<file path="src/rtl/sprite_anim_sequencer.sv">
// ---------------------------------------------------------------------------
// sprite_anim_sequencer
//
// Picks the sprite ROM/palette entry for a top-down hero. It cycles a
// two-frame walk, plays a four-frame sword swing, and then enforces a short
// cooldown before the hero can walk or swing again. All timing is counted
// in frame_tick pulses (one per vsync).
//
// Optional feature: define ATTACK_BUFFER_EN to remember one attack_req that
// arrives during ATTACK or COOLDOWN. The remembered request starts a new
// swing as soon as COOLDOWN ends.
//
// Parameters
//   FRAME_TICKS     frame_tick pulses per animation frame (1..15)
//   COOLDOWN_TICKS  frame_tick pulses spent in COOLDOWN   (1..15)
//
// Ports
//   Clk          system clock; all state changes happen on its rising edge
//   Reset        asynchronous, active-high reset
//   frame_tick   one-cycle pulse per vsync
//   dir          requested direction: 0 up, 1 down, 2 left, 3 right
//   moving       high while a movement key is held
//   attack_req   level request for a sword swing
//   sprite_sel   {kind, facing[1:0], frame[1:0]}; kind 1 = sword ROM
//   facing       latched facing direction
//   attack_busy  high while the state is ATTACK or COOLDOWN (registered)
//   attack_done  one-cycle pulse after the last sword frame ends
//   o_dbg_state  current FSM state: 0 IDLE, 1 WALK, 2 ATTACK, 3 COOLDOWN
//
// Handshake: there is no valid/ready pair. sprite_sel, attack_busy and
// attack_done are registered from the state held before each rising edge,
// so they show a new state one cycle after the edge that entered it.
// ---------------------------------------------------------------------------
module sprite_anim_sequencer #(
    parameter int FRAME_TICKS    = 6,
    parameter int COOLDOWN_TICKS = 4
) (
    input  logic       Clk,
    input  logic       Reset,
    input  logic       frame_tick,
    input  logic [1:0] dir,
    input  logic       moving,
    input  logic       attack_req,
    output logic [4:0] sprite_sel,
    output logic [1:0] facing,
    output logic       attack_busy,
    output logic       attack_done,
    output logic [1:0] o_dbg_state
);

    typedef enum logic [1:0] {
        S_IDLE     = 2'd0,
        S_WALK     = 2'd1,
        S_ATTACK   = 2'd2,
        S_COOLDOWN = 2'd3
    } state_t;

    localparam logic [3:0] FRAME_LAST = 4'(FRAME_TICKS - 1);
    localparam logic [3:0] COOL_LAST  = 4'(COOLDOWN_TICKS - 1);

    state_t     r_state, w_next_state;
    logic [3:0] r_tick, w_next_tick;
    logic [1:0] r_frame, w_next_frame;
    logic [1:0] r_facing, w_next_facing;
    logic       w_swing_end;
    logic [4:0] r_sprite_sel;
    logic       r_busy;
    logic       r_done;

`ifdef ATTACK_BUFFER_EN
    logic       r_buf, w_next_buf;
`endif

    // Next state, counters and facing.
    always_comb begin
        w_next_state  = r_state;
        w_next_tick   = r_tick;
        w_next_frame  = r_frame;
        w_next_facing = r_facing;
        w_swing_end   = 1'b0;
`ifdef ATTACK_BUFFER_EN
        w_next_buf    = r_buf;
`endif

        case (r_state)
            S_IDLE, S_WALK: begin
                w_next_facing = dir;
                // An attack wins over movement.
                if (attack_req)  w_next_state = S_ATTACK;
                else if (moving) w_next_state = S_WALK;
                else             w_next_state = S_IDLE;
            end
            S_ATTACK: begin
                if (frame_tick && r_tick == FRAME_LAST && r_frame == 2'd3) begin
                    w_next_state = S_COOLDOWN;
                    w_swing_end  = 1'b1;
                end
            end
            S_COOLDOWN: begin
                if (frame_tick && r_tick == COOL_LAST) begin
`ifdef ATTACK_BUFFER_EN
                    // A request arriving on the exit cycle itself is treated
                    // as latched and consumed at the same time.
                    if (r_buf || attack_req) w_next_state = S_ATTACK;
                    else if (moving)         w_next_state = S_WALK;
                    else                     w_next_state = S_IDLE;
`else
                    if (moving) w_next_state = S_WALK;
                    else        w_next_state = S_IDLE;
`endif
                end
            end
            default: w_next_state = S_IDLE;
        endcase

`ifdef ATTACK_BUFFER_EN
        if (r_state == S_COOLDOWN && w_next_state != S_COOLDOWN)
            w_next_buf = 1'b0;
        else if ((r_state == S_ATTACK || r_state == S_COOLDOWN) && attack_req)
            w_next_buf = 1'b1;
`endif

        // A state change restarts timing; a tick on that same cycle is dropped.
        if (w_next_state != r_state) begin
            w_next_tick  = 4'd0;
            w_next_frame = 2'd0;
        end else if (frame_tick) begin
            if (r_state == S_COOLDOWN) begin
                // Exit happens at COOL_LAST, so this never needs to wrap.
                w_next_tick = r_tick + 4'd1;
            end else if (r_tick == FRAME_LAST) begin
                w_next_tick = 4'd0;
                case (r_state)
                    S_WALK:   w_next_frame = {1'b0, ~r_frame[0]};
                    S_ATTACK: w_next_frame = r_frame + 2'd1;
                    default:  w_next_frame = 2'd0;
                endcase
            end else begin
                w_next_tick = r_tick + 4'd1;
            end
        end
    end

    always_ff @(posedge Clk or posedge Reset) begin
        if (Reset) begin
            r_state      <= S_IDLE;
            r_tick       <= 4'd0;
            r_frame      <= 2'd0;
            r_facing     <= 2'd1;
            r_sprite_sel <= 5'b00100;
            r_busy       <= 1'b0;
            r_done       <= 1'b0;
        end else begin
            r_state      <= w_next_state;
            r_tick       <= w_next_tick;
            r_frame      <= w_next_frame;
            r_facing     <= w_next_facing;
            // COOLDOWN shows the walk sheet at frame 0.
            r_sprite_sel <= {r_state == S_ATTACK, r_facing,
                             (r_state == S_COOLDOWN) ? 2'b00 : r_frame};
            r_busy       <= (r_state == S_ATTACK) || (r_state == S_COOLDOWN);
            r_done       <= w_swing_end;
        end
    end

`ifdef ATTACK_BUFFER_EN
    always_ff @(posedge Clk or posedge Reset) begin
        if (Reset) r_buf <= 1'b0;
        else       r_buf <= w_next_buf;
    end
`endif

    assign sprite_sel  = r_sprite_sel;
    assign facing      = r_facing;
    assign attack_busy = r_busy;
    assign attack_done = r_done;
    assign o_dbg_state = r_state;

endmodule

</file>
<file path="config.mk">
export PLATFORM = sky130hd
export DESIGN_NAME = sprite_anim_sequencer
export DESIGN_NICKNAME = d
export VERILOG_FILES = /design/src/rtl/sprite_anim_sequencer.sv
export SDC_FILE = /design/constraint.sdc
export NUM_CORES = 1
export LEC_CHECK = 0
export CAP_MARGIN = 20
export CORE_MARGIN = 5
export CORE_UTILIZATION = 25
export DETAILED_ROUTE_END_ITERATION = 16
export PLACE_DENSITY_LB_ADDON = 0.2
export SYNTH_ARGS = -nofsm -noshare
export SYNTH_HDL_FRONTEND = slang
export SYNTH_SLANG_ARGS = --single-unit
</file>
<file path="constraint.sdc">
create_clock -name Clk -period 2.9 [get_ports Clk]
set_clock_uncertainty 0.1 [all_clocks]
set_input_delay 0.29 -clock Clk [delete_from_list [all_inputs] [get_ports Clk]]
set_output_delay 0.29 -clock Clk [all_outputs]
set_load 0.01 [all_outputs]
</file>
# Word-level counts from Yosys, hierarchy flattened
# Index checks and enable logic that the tools add are counted.
# W data, S select, Z words.
# word_totals
ff_bits	17
latchBits	0
ramBits	0
romBits	0
input_bits	7
output_inout_bits	11
elab_cells	44
mem_count	0
# classes
n_addsub	2
multipliers	0
n_div	0
order_cmp	0
eq_ne	8
shifts	0
muxes	17
n_bitwise	1
reduce_logical	9
# op_table
op	count
$mux W2	8
$mux W4	4
$eq A2 B2 Y1 const B	3
$pmux W2 S3	1
$add A4 B1 Y4 const B	1
$eq A4 B2 Y1 const B	1
$eq A4 B3 Y1 const B	1
$pmux W2 S2	1
$reduce_bool A2 Y1	2
$logic_and A1 B1 Y1	3
$mux W1	3
$reduce_and A3 Y1	1
$add A2 B1 Y2 const B	1
$eq A2 B1 Y1 const B	1
$logic_not A2 Y1	1
$ne A2 B2 Y1	1
$ne A2 B2 Y1 const B	1
$reduce_or A2 Y1	1
$logic_or A1 B1 Y1	1
$not A1 Y1	1

# Longest topological paths before layout
# depth
word_depth	8
mapped_depth	8
depth_no_buf	7

# Least setup slack after synthesis
# No wires, ideal clock.
# synth_timing
path_kind	reg-to-reg
from	register r_state[0] (netlist: o_dbg_state[0])
to	register r_tick[1]
setup_ns	0.111
arrival_ns	2.083
t_required_ns	2.689
path_slack_ns	0.606
path_stages_with_launch	9
n_path_buf	1
period_less_slack_ns	2.294
cell_sequence	dfrtp_1 inv_1 ha_1 buf_4 nor4b_2 a311oi_4 a2111oi_2 a31oi_2 a2111oi_2
# synth_between
elab_chain_cells	5
word_cells_on_any_way	13
cone_classes	eq/ne: 4; mux: 6; reduce/logical: 3
# synth_rtl
element	line	source
from (decl)	61	state_t r_state, w_next_state;
from (signal assigned)	154	r_state <= w_next_state;
$eq A2 B1 Y1 or $logic_not A2 Y1 (tied branches)	85	case (r_state)
$reduce_or A2 Y1	85	
$pmux W2 S3	85	
$ne A2 B2 Y1	124	if (w_next_state != r_state) begin
$mux W4 or $reduce_bool A2 Y1 (tied branches)	-	
to (signal assigned)	155	r_tick <= w_next_tick;
to (decl)	62	logic [3:0] r_tick, w_next_tick;
# Several ways; a longest one is shown, not always the timed one. The select of a mux whose other input is x is not followed.
# A chain may end at the register's enable or synchronous reset.

# Worst setup path in the final report
# Ends and elaborated chain as after synthesis.

==> flow_summary.yaml <==
synthesis:
  yosysMostFrequentCell: "dfrtp_1"
  synthSimpleGateAreaFrac: 0.198
  syn-num-nets: 94
  synth-edff-count: 0
  synth_seq_cells: 17
  synthTopCellsByCount: "15 x dfrtp_1, 7 x ha_1, 6 x inv_1"
  synth_top_family_by_area: "simple AND/OR/NAND/NOR gates"
  yosys-top-cells-area: "dfrtp_1 41%, ha_1 9.6%, dfstp_2 5.8%"
  synthMuxAreaShare: 0.0248
  yosys.area_share.adder: 0.0964
  synth_warnings: 0
  avgSynthCellArea_um2: 11.4
  ys.flop_type: "dfrtp_1"
  synth_compound_area_frac: 0.135
  synth_xor_area_frac: 0.0289
  async_flop_share: 1.00
  netlist_instances: 80
  synth_cell_types: 31
  synth_top_area_frac: 0.413
  yosysTopAreaCell: "dfrtp_1"
  synth_seq_area_share: 0.471
  netlist_area_um2: 908
sta:
  worstMarginPinSlew_ps: 626
  final.min_clock_period_ps: 2460
  tns_ps: 0
  drv_slew: 0
  relSlewSlack: 0.582
  finalSetupViolations: 0
  grt_setup_unrepaired: "false"
  finalHoldViolations: 0
  max_freq_mhz: 407
  min_period_over_period: 0.847
  worst_slack_ps: 445
drt:
  post-route-drc-count: 0
  ant_nets: 0
  drt-vias-per-instance: 4.35
  routed_wl_um: 1710
  num_vias: 639
  dr.pass1.iters: 4
  wl_per_cell_um: 11.6
  drt_iter0_markers: 38
clocking:
  ctsResizeCount: 0
  cts_tree: "yes"
  holdBufCountCts: 0
  path_clk_slew_ps: 100
  postCtsSetupBuffers: 0
  numCtsBuffers: 3
  insertion_delay_ps: 290
  clockBufferDepth: 2
  cts-root-buf: "clkbuf_4"
  h-tree-depth: 1
  clock_sinks: 17
die:
  initial_core_util: 0.254
  ios: 18
  die_w_um: 70.3
  die_h_um: 70.3
  dieArea_um2: 4940
  core_um2: 3580
  rows: 22
power:
  power_density_nw_per_um2: 854
  p_leak_nw: 0.478
  vdd_drop_max_mv: 0.297
  power_mw: 0.979
final_layout:
  final_util: 0.321
  syn2layout_area_growth_pct: 26.3
  design_area_um2: 1150
  nets: 114
  drive_above_1_share: 0.182
  diodes: 0
setup_path:
  critical_path_arrival_ps: 2540
  crit_fanout: 11
  start_kind: "flop"
  crit_path_end_kind: "flop"
  r2r_cells: 7
  r2r_setup_slack_ps: 440
  critPathKind: "reg2reg"
  cp.required_ps: 2990
grt:
  grt_use_total: 0.0727
  antenna_found_initial: 0
  grt_max_degree: 18
  first_global_vias: 651
  grt_pass1_wl_um: 2900
  gr-total-overflow: 0
placed_design:
  port-buffer-count: 17
  hpwlAfterDp_um: 1330
  dpl-instance-area_um2: 1120
  gp_congestion: 0.824
  pre_cts_ws_ps: 429
min_path:
  hold_path.class: "in2async"
status:
  status: "completed"
job:
  maxCapViolCount: 0
-- layout by cell type (no fill, tap or decap), drive strengths merged --
cell type      Yosys  layout
dfstp              2       2
xnor2              1       1
and4b              1       1
clkbuf             0       3
nor3               4       4
nand2              3       3
nand4bb            1       1
mux2               2       2
o21ai              3       3
nand3b             1       1
or2                2       2
nor2b              3       3
nand2b             2       2
ha                 7       7
nand3              1       1
and3               1       1
a2111oi            2       2
inv                6       6
clkinv             0       1
clkdlybuf4s50      0      17
nor2               5       5
dfrtp             15      15
a21oi              5       5
a31oi              1       1
o31ai              1       1
nand4              2       2
a311oi             1       1
and2               2       2
xor2               2       2
o22ai              1       1
nor4b              1       1
-- sequential cells by signal, summed over array words and instances, names as in the netlist --
| name | count |
|---|---|
| sprite_sel | 5 |
| r_tick | 4 |
| facing | 2 |
| o_dbg_state | 2 |
| r_frame | 2 |
| attack_busy | 1 |
| attack_done | 1 |
-- metrics by stage --
step / hold slack, ps / instances
after floorplan: 115 / 80
after global placement: 263 / 143
after detailed placement: 265 / 143
after CTS: 281 / 147
after global routing: 294 / 147
final: 270 / 147
-- power by group --
group          total (mW)  leakage, nW  switching, mW  internal [mW]
Sequential          0.369        0.213         0.0557          0.314
Clock               0.127       0.0177         0.0757         0.0513
Combinational       0.483        0.247          0.243          0.241
Total               0.979        0.478          0.374          0.605
-- cell families (layout without fill, tap and decap cells) --
kind of cell / after synthesis / count (layout)
and+or+nand+nor: 29 / 29
DFF: 17 / 17
AOI/OAI and AO/OA: 14 / 14
adders and majority gates: 7 / 7
xor gates and xnor gates: 3 / 3
buffers and inverters: 8 / 27
muxes: 2 / 2
-- worst max-delay path: stages (launching register included) --
cell       delay (ps)
dfrtp_1           480
inv_1             100
ha_1              350
nor4b_2           370
a311oi_4          100
a2111oi_2         360
a31oi_2           140
a2111oi_2         360
-- final timing paths --
check | startpoint | to
worst max-delay path | o_dbg_state[0] | r_tick[1]
worst min-delay path | Reset | sprite_sel[3]
worst max register to register | o_dbg_state[0] | r_tick[1]
min in group Clk | facing[0] | sprite_sel[2]
max in group asynchronous | Reset | r_tick[1]
worst min register to register | facing[0] | sprite_sel[2]
-- final cells by class --
type / instances / area (um^2)
fill: 376 / 2430
multi-input combinational: 55 / 439
sequential: 17 / 428
timing repair buffer: 17 / 170
tap: 48 / 60.1
clock buffer: 3 / 22.5
inverter: 6 / 22.5
clock inverter: 1 / 5.00
-- layer usage --
layer	up-vias	wire length (um)	track usage
li1	315	-	-
met5	-	0	0
met1	297	759	0.0860
met2	25	787	0.120
met4	0	12	0.0128
met3	2	148	0.0360
(Power assumes the default switching activity.)
==> RTL change, RTL diff (same flow settings) <==
The option `ATTACK_BUFFER_EN` is turned on by a define.
--- a/src/rtl/sprite_anim_sequencer.sv
+++ b/src/rtl/sprite_anim_sequencer.sv
@@ -32,4 +32,6 @@
 // so they show a new state one cycle after the edge that entered it.
 // ---------------------------------------------------------------------------
+`define ATTACK_BUFFER_EN
+
 module sprite_anim_sequencer #(
     parameter int FRAME_TICKS    = 6,
Formal check against the unedited RTL: same outputs for any inputs over 10 cycles, from zero or initial values and one cycle with Reset high; that may be too few to reach the edited logic, so the function may still have changed.
==> RTL change against the unedited design <==
- worst hold slack better by 0.0079 ns
- count of clock-buffer cells in the layout up 1
- largest cell class unchanged
- design area up 8.4%
- total power up 11%
- synthesized area up 8.4%
- die area up 7.2%
- largest power group unchanged
- via count up 15%
- routed wire length up 24%
- sequential share of layout area down 0.88 points
- non-clock buffer count unchanged
- worst setup slack better by 0.12 ns
- critical endpoint is now r_frame[0]
- sequential cell count up 1
==> RTL change: results (changes against the unedited design) <==
| Metric | Value |
|---|---|
| Critical path arrival | `2.35 ns (-0.19 ns)` |
| GRT Total Usage | `8.94% (+1.7 points)` |
| Dpl hpwl | `1.61 mm (+21%)` |
| Top cells by area, synth | `dfrtp_1 41%, ha_1 8.9%, dfstp_2 5.3%` |
| Yosys warns | `0 (unchanged)` |
| Seq/Total Area, Yosys | `46.0% (-1.1 points)` |
| Total Routed Length | `2.12 mm (+24%)` |
| Status | `finished clean` |
| Yosys top cell area share | `40.7% (-0.66 points)` |
| First drt pass iteration count | `4 (unchanged)` |
| ANT cells | `0 (unchanged)` |
| First-pass GRT wire length | `3.75 mm (+30%)` |
| Clock Tree Buf Depth | `2 (unchanged)` |
| Slowest CP cell | `a21oi_1` |
| Clock Pin Slew Worst Setup and Hold Paths | `0.07 ns (-0.03 ns)` |
| Placed cell areas | `1200 sq um (+7.0%)` |
| Total CTS buffers | `3 (unchanged)` |
| Max reg flops | `5 (unchanged)` |
| Via count | `737 (+15%)` |
| Post-CTS Resized | `0 (unchanged)` |
| ANT nets after route | `0 (unchanged)` |
| Root Driver | `clkbuf_8` |
| FILL cells | `411 (+9.3%)` |
| CP Max Fanout | `14 (+3)` |
| Port Buf Inserts | `17 (unchanged)` |
| Max stage delay on crit path | `0.48 ns (about the same)` |
| DR iter-0 viols | `22 (-42%)` |
| H-tree lvl count | `1 (unchanged)` |
| Layout cell share with drive strength beyond 1 | `14.7% (-3.5 points)` |
| Vias in the first global route | `768 (+18%)` |
| Largest net degree at the start of global routing | `19 (+1)` |
| Worst hold stages | `0` |
| Post-Syn Nets | `105 (+12%)` |
| Pleak | `0.567 nW (+18%)` |
| Worst skew pair latency | `0.25 ns (-0.04 ns)` |
| CP top delay family | `simple AND/OR/NAND/NOR gates` |
| Nets | `124 (+8.8%)` |
| Buffer count from post-CTS setup fixing | `0 (unchanged)` |
| Netlist cell types | `37 (+19%)` |
| VDD IR-drop max | `0.000235 V (-21%)` |
| R2R cell count | `6 (-1)` |
| Gpl congestion | `0.793 (-3.7%)` |
| Commonest cells in the synthesized netlist | `16 x dfrtp_1, 7 x ha_1, 7 x inv_1` |
| Worst Hold Class | `flip-flop to flip-flop` |
| Worst slew margin | `54.4% (-3.8 points)` |
| Pwr Density | `874 nW/um^2 (+2.3%)` |
| Fraction of registers with async set/reset | `100% (unchanged)` |
| Initial antenna violation count | `0 (unchanged)` |
==> RTL change: logic make-up after synthesis <==
logic type	after synthesis	synth area share (%)
adders and majority gates	7	8.89
and+or+nand+nor	32	19.9
DFF	18	46.0
buffers and inverters	10	4.32
muxes	7	7.37
AOI/OAI and AO/OA	17	13.5
==> RTL change: stage by stage <==
stage	std cells	util (%)	worst slack, ns	power, mW
final	157	33.2	0.565	1.09
after global routing	157	33.2	0.361	1.18
after CTS	157	33.2	0.549	1.10
after detailed placement	153	32.0	0.512	0.918
after global placement	153	32.0	0.576	0.911
after floorplan	91	-	0.982	0.720
==> RTL change: per-layer routing <==
metal | routed length, microns | track usage, %
met5 | 0 | 0
met4 | 21 | 2.46
met3 | 140 | 2.48
met2 | 907 | 13.8
met1 | 1050 | 12.2
==> RTL change: layout make-up <==
type	instances	area share [%]
sequential	18	36.4
clock buffer	4	3.62
multi-input combinational	63	39.3
inverter	7	2.11
timing repair buffer	17	13.7
tap	48	4.83
==> RTL change: power by group <==
| group | total, mW | switching (mW) | internal, mW |
|---|---|---|---|
| sequential | 0.408 | 0.0688 | 0.339 |
| combinational | 0.497 | 0.248 | 0.249 |
| clock | 0.182 | 0.0842 | 0.0975 |
==> RTL change: final timing paths <==
check / startpoint / endpoint / slack [ns]
max: o_dbg_state[0] / r_frame[0] / 0.57
min: facing[0] / sprite_sel[2] / 0.28
max reg2reg: o_dbg_state[0] / r_frame[0] / 0.57
min reg2reg: facing[0] / sprite_sel[2] / 0.28
max in group asynchronous: Reset / r_tick[1] / 1.92
min in group asynchronous: Reset / sprite_sel[4] / 0.34
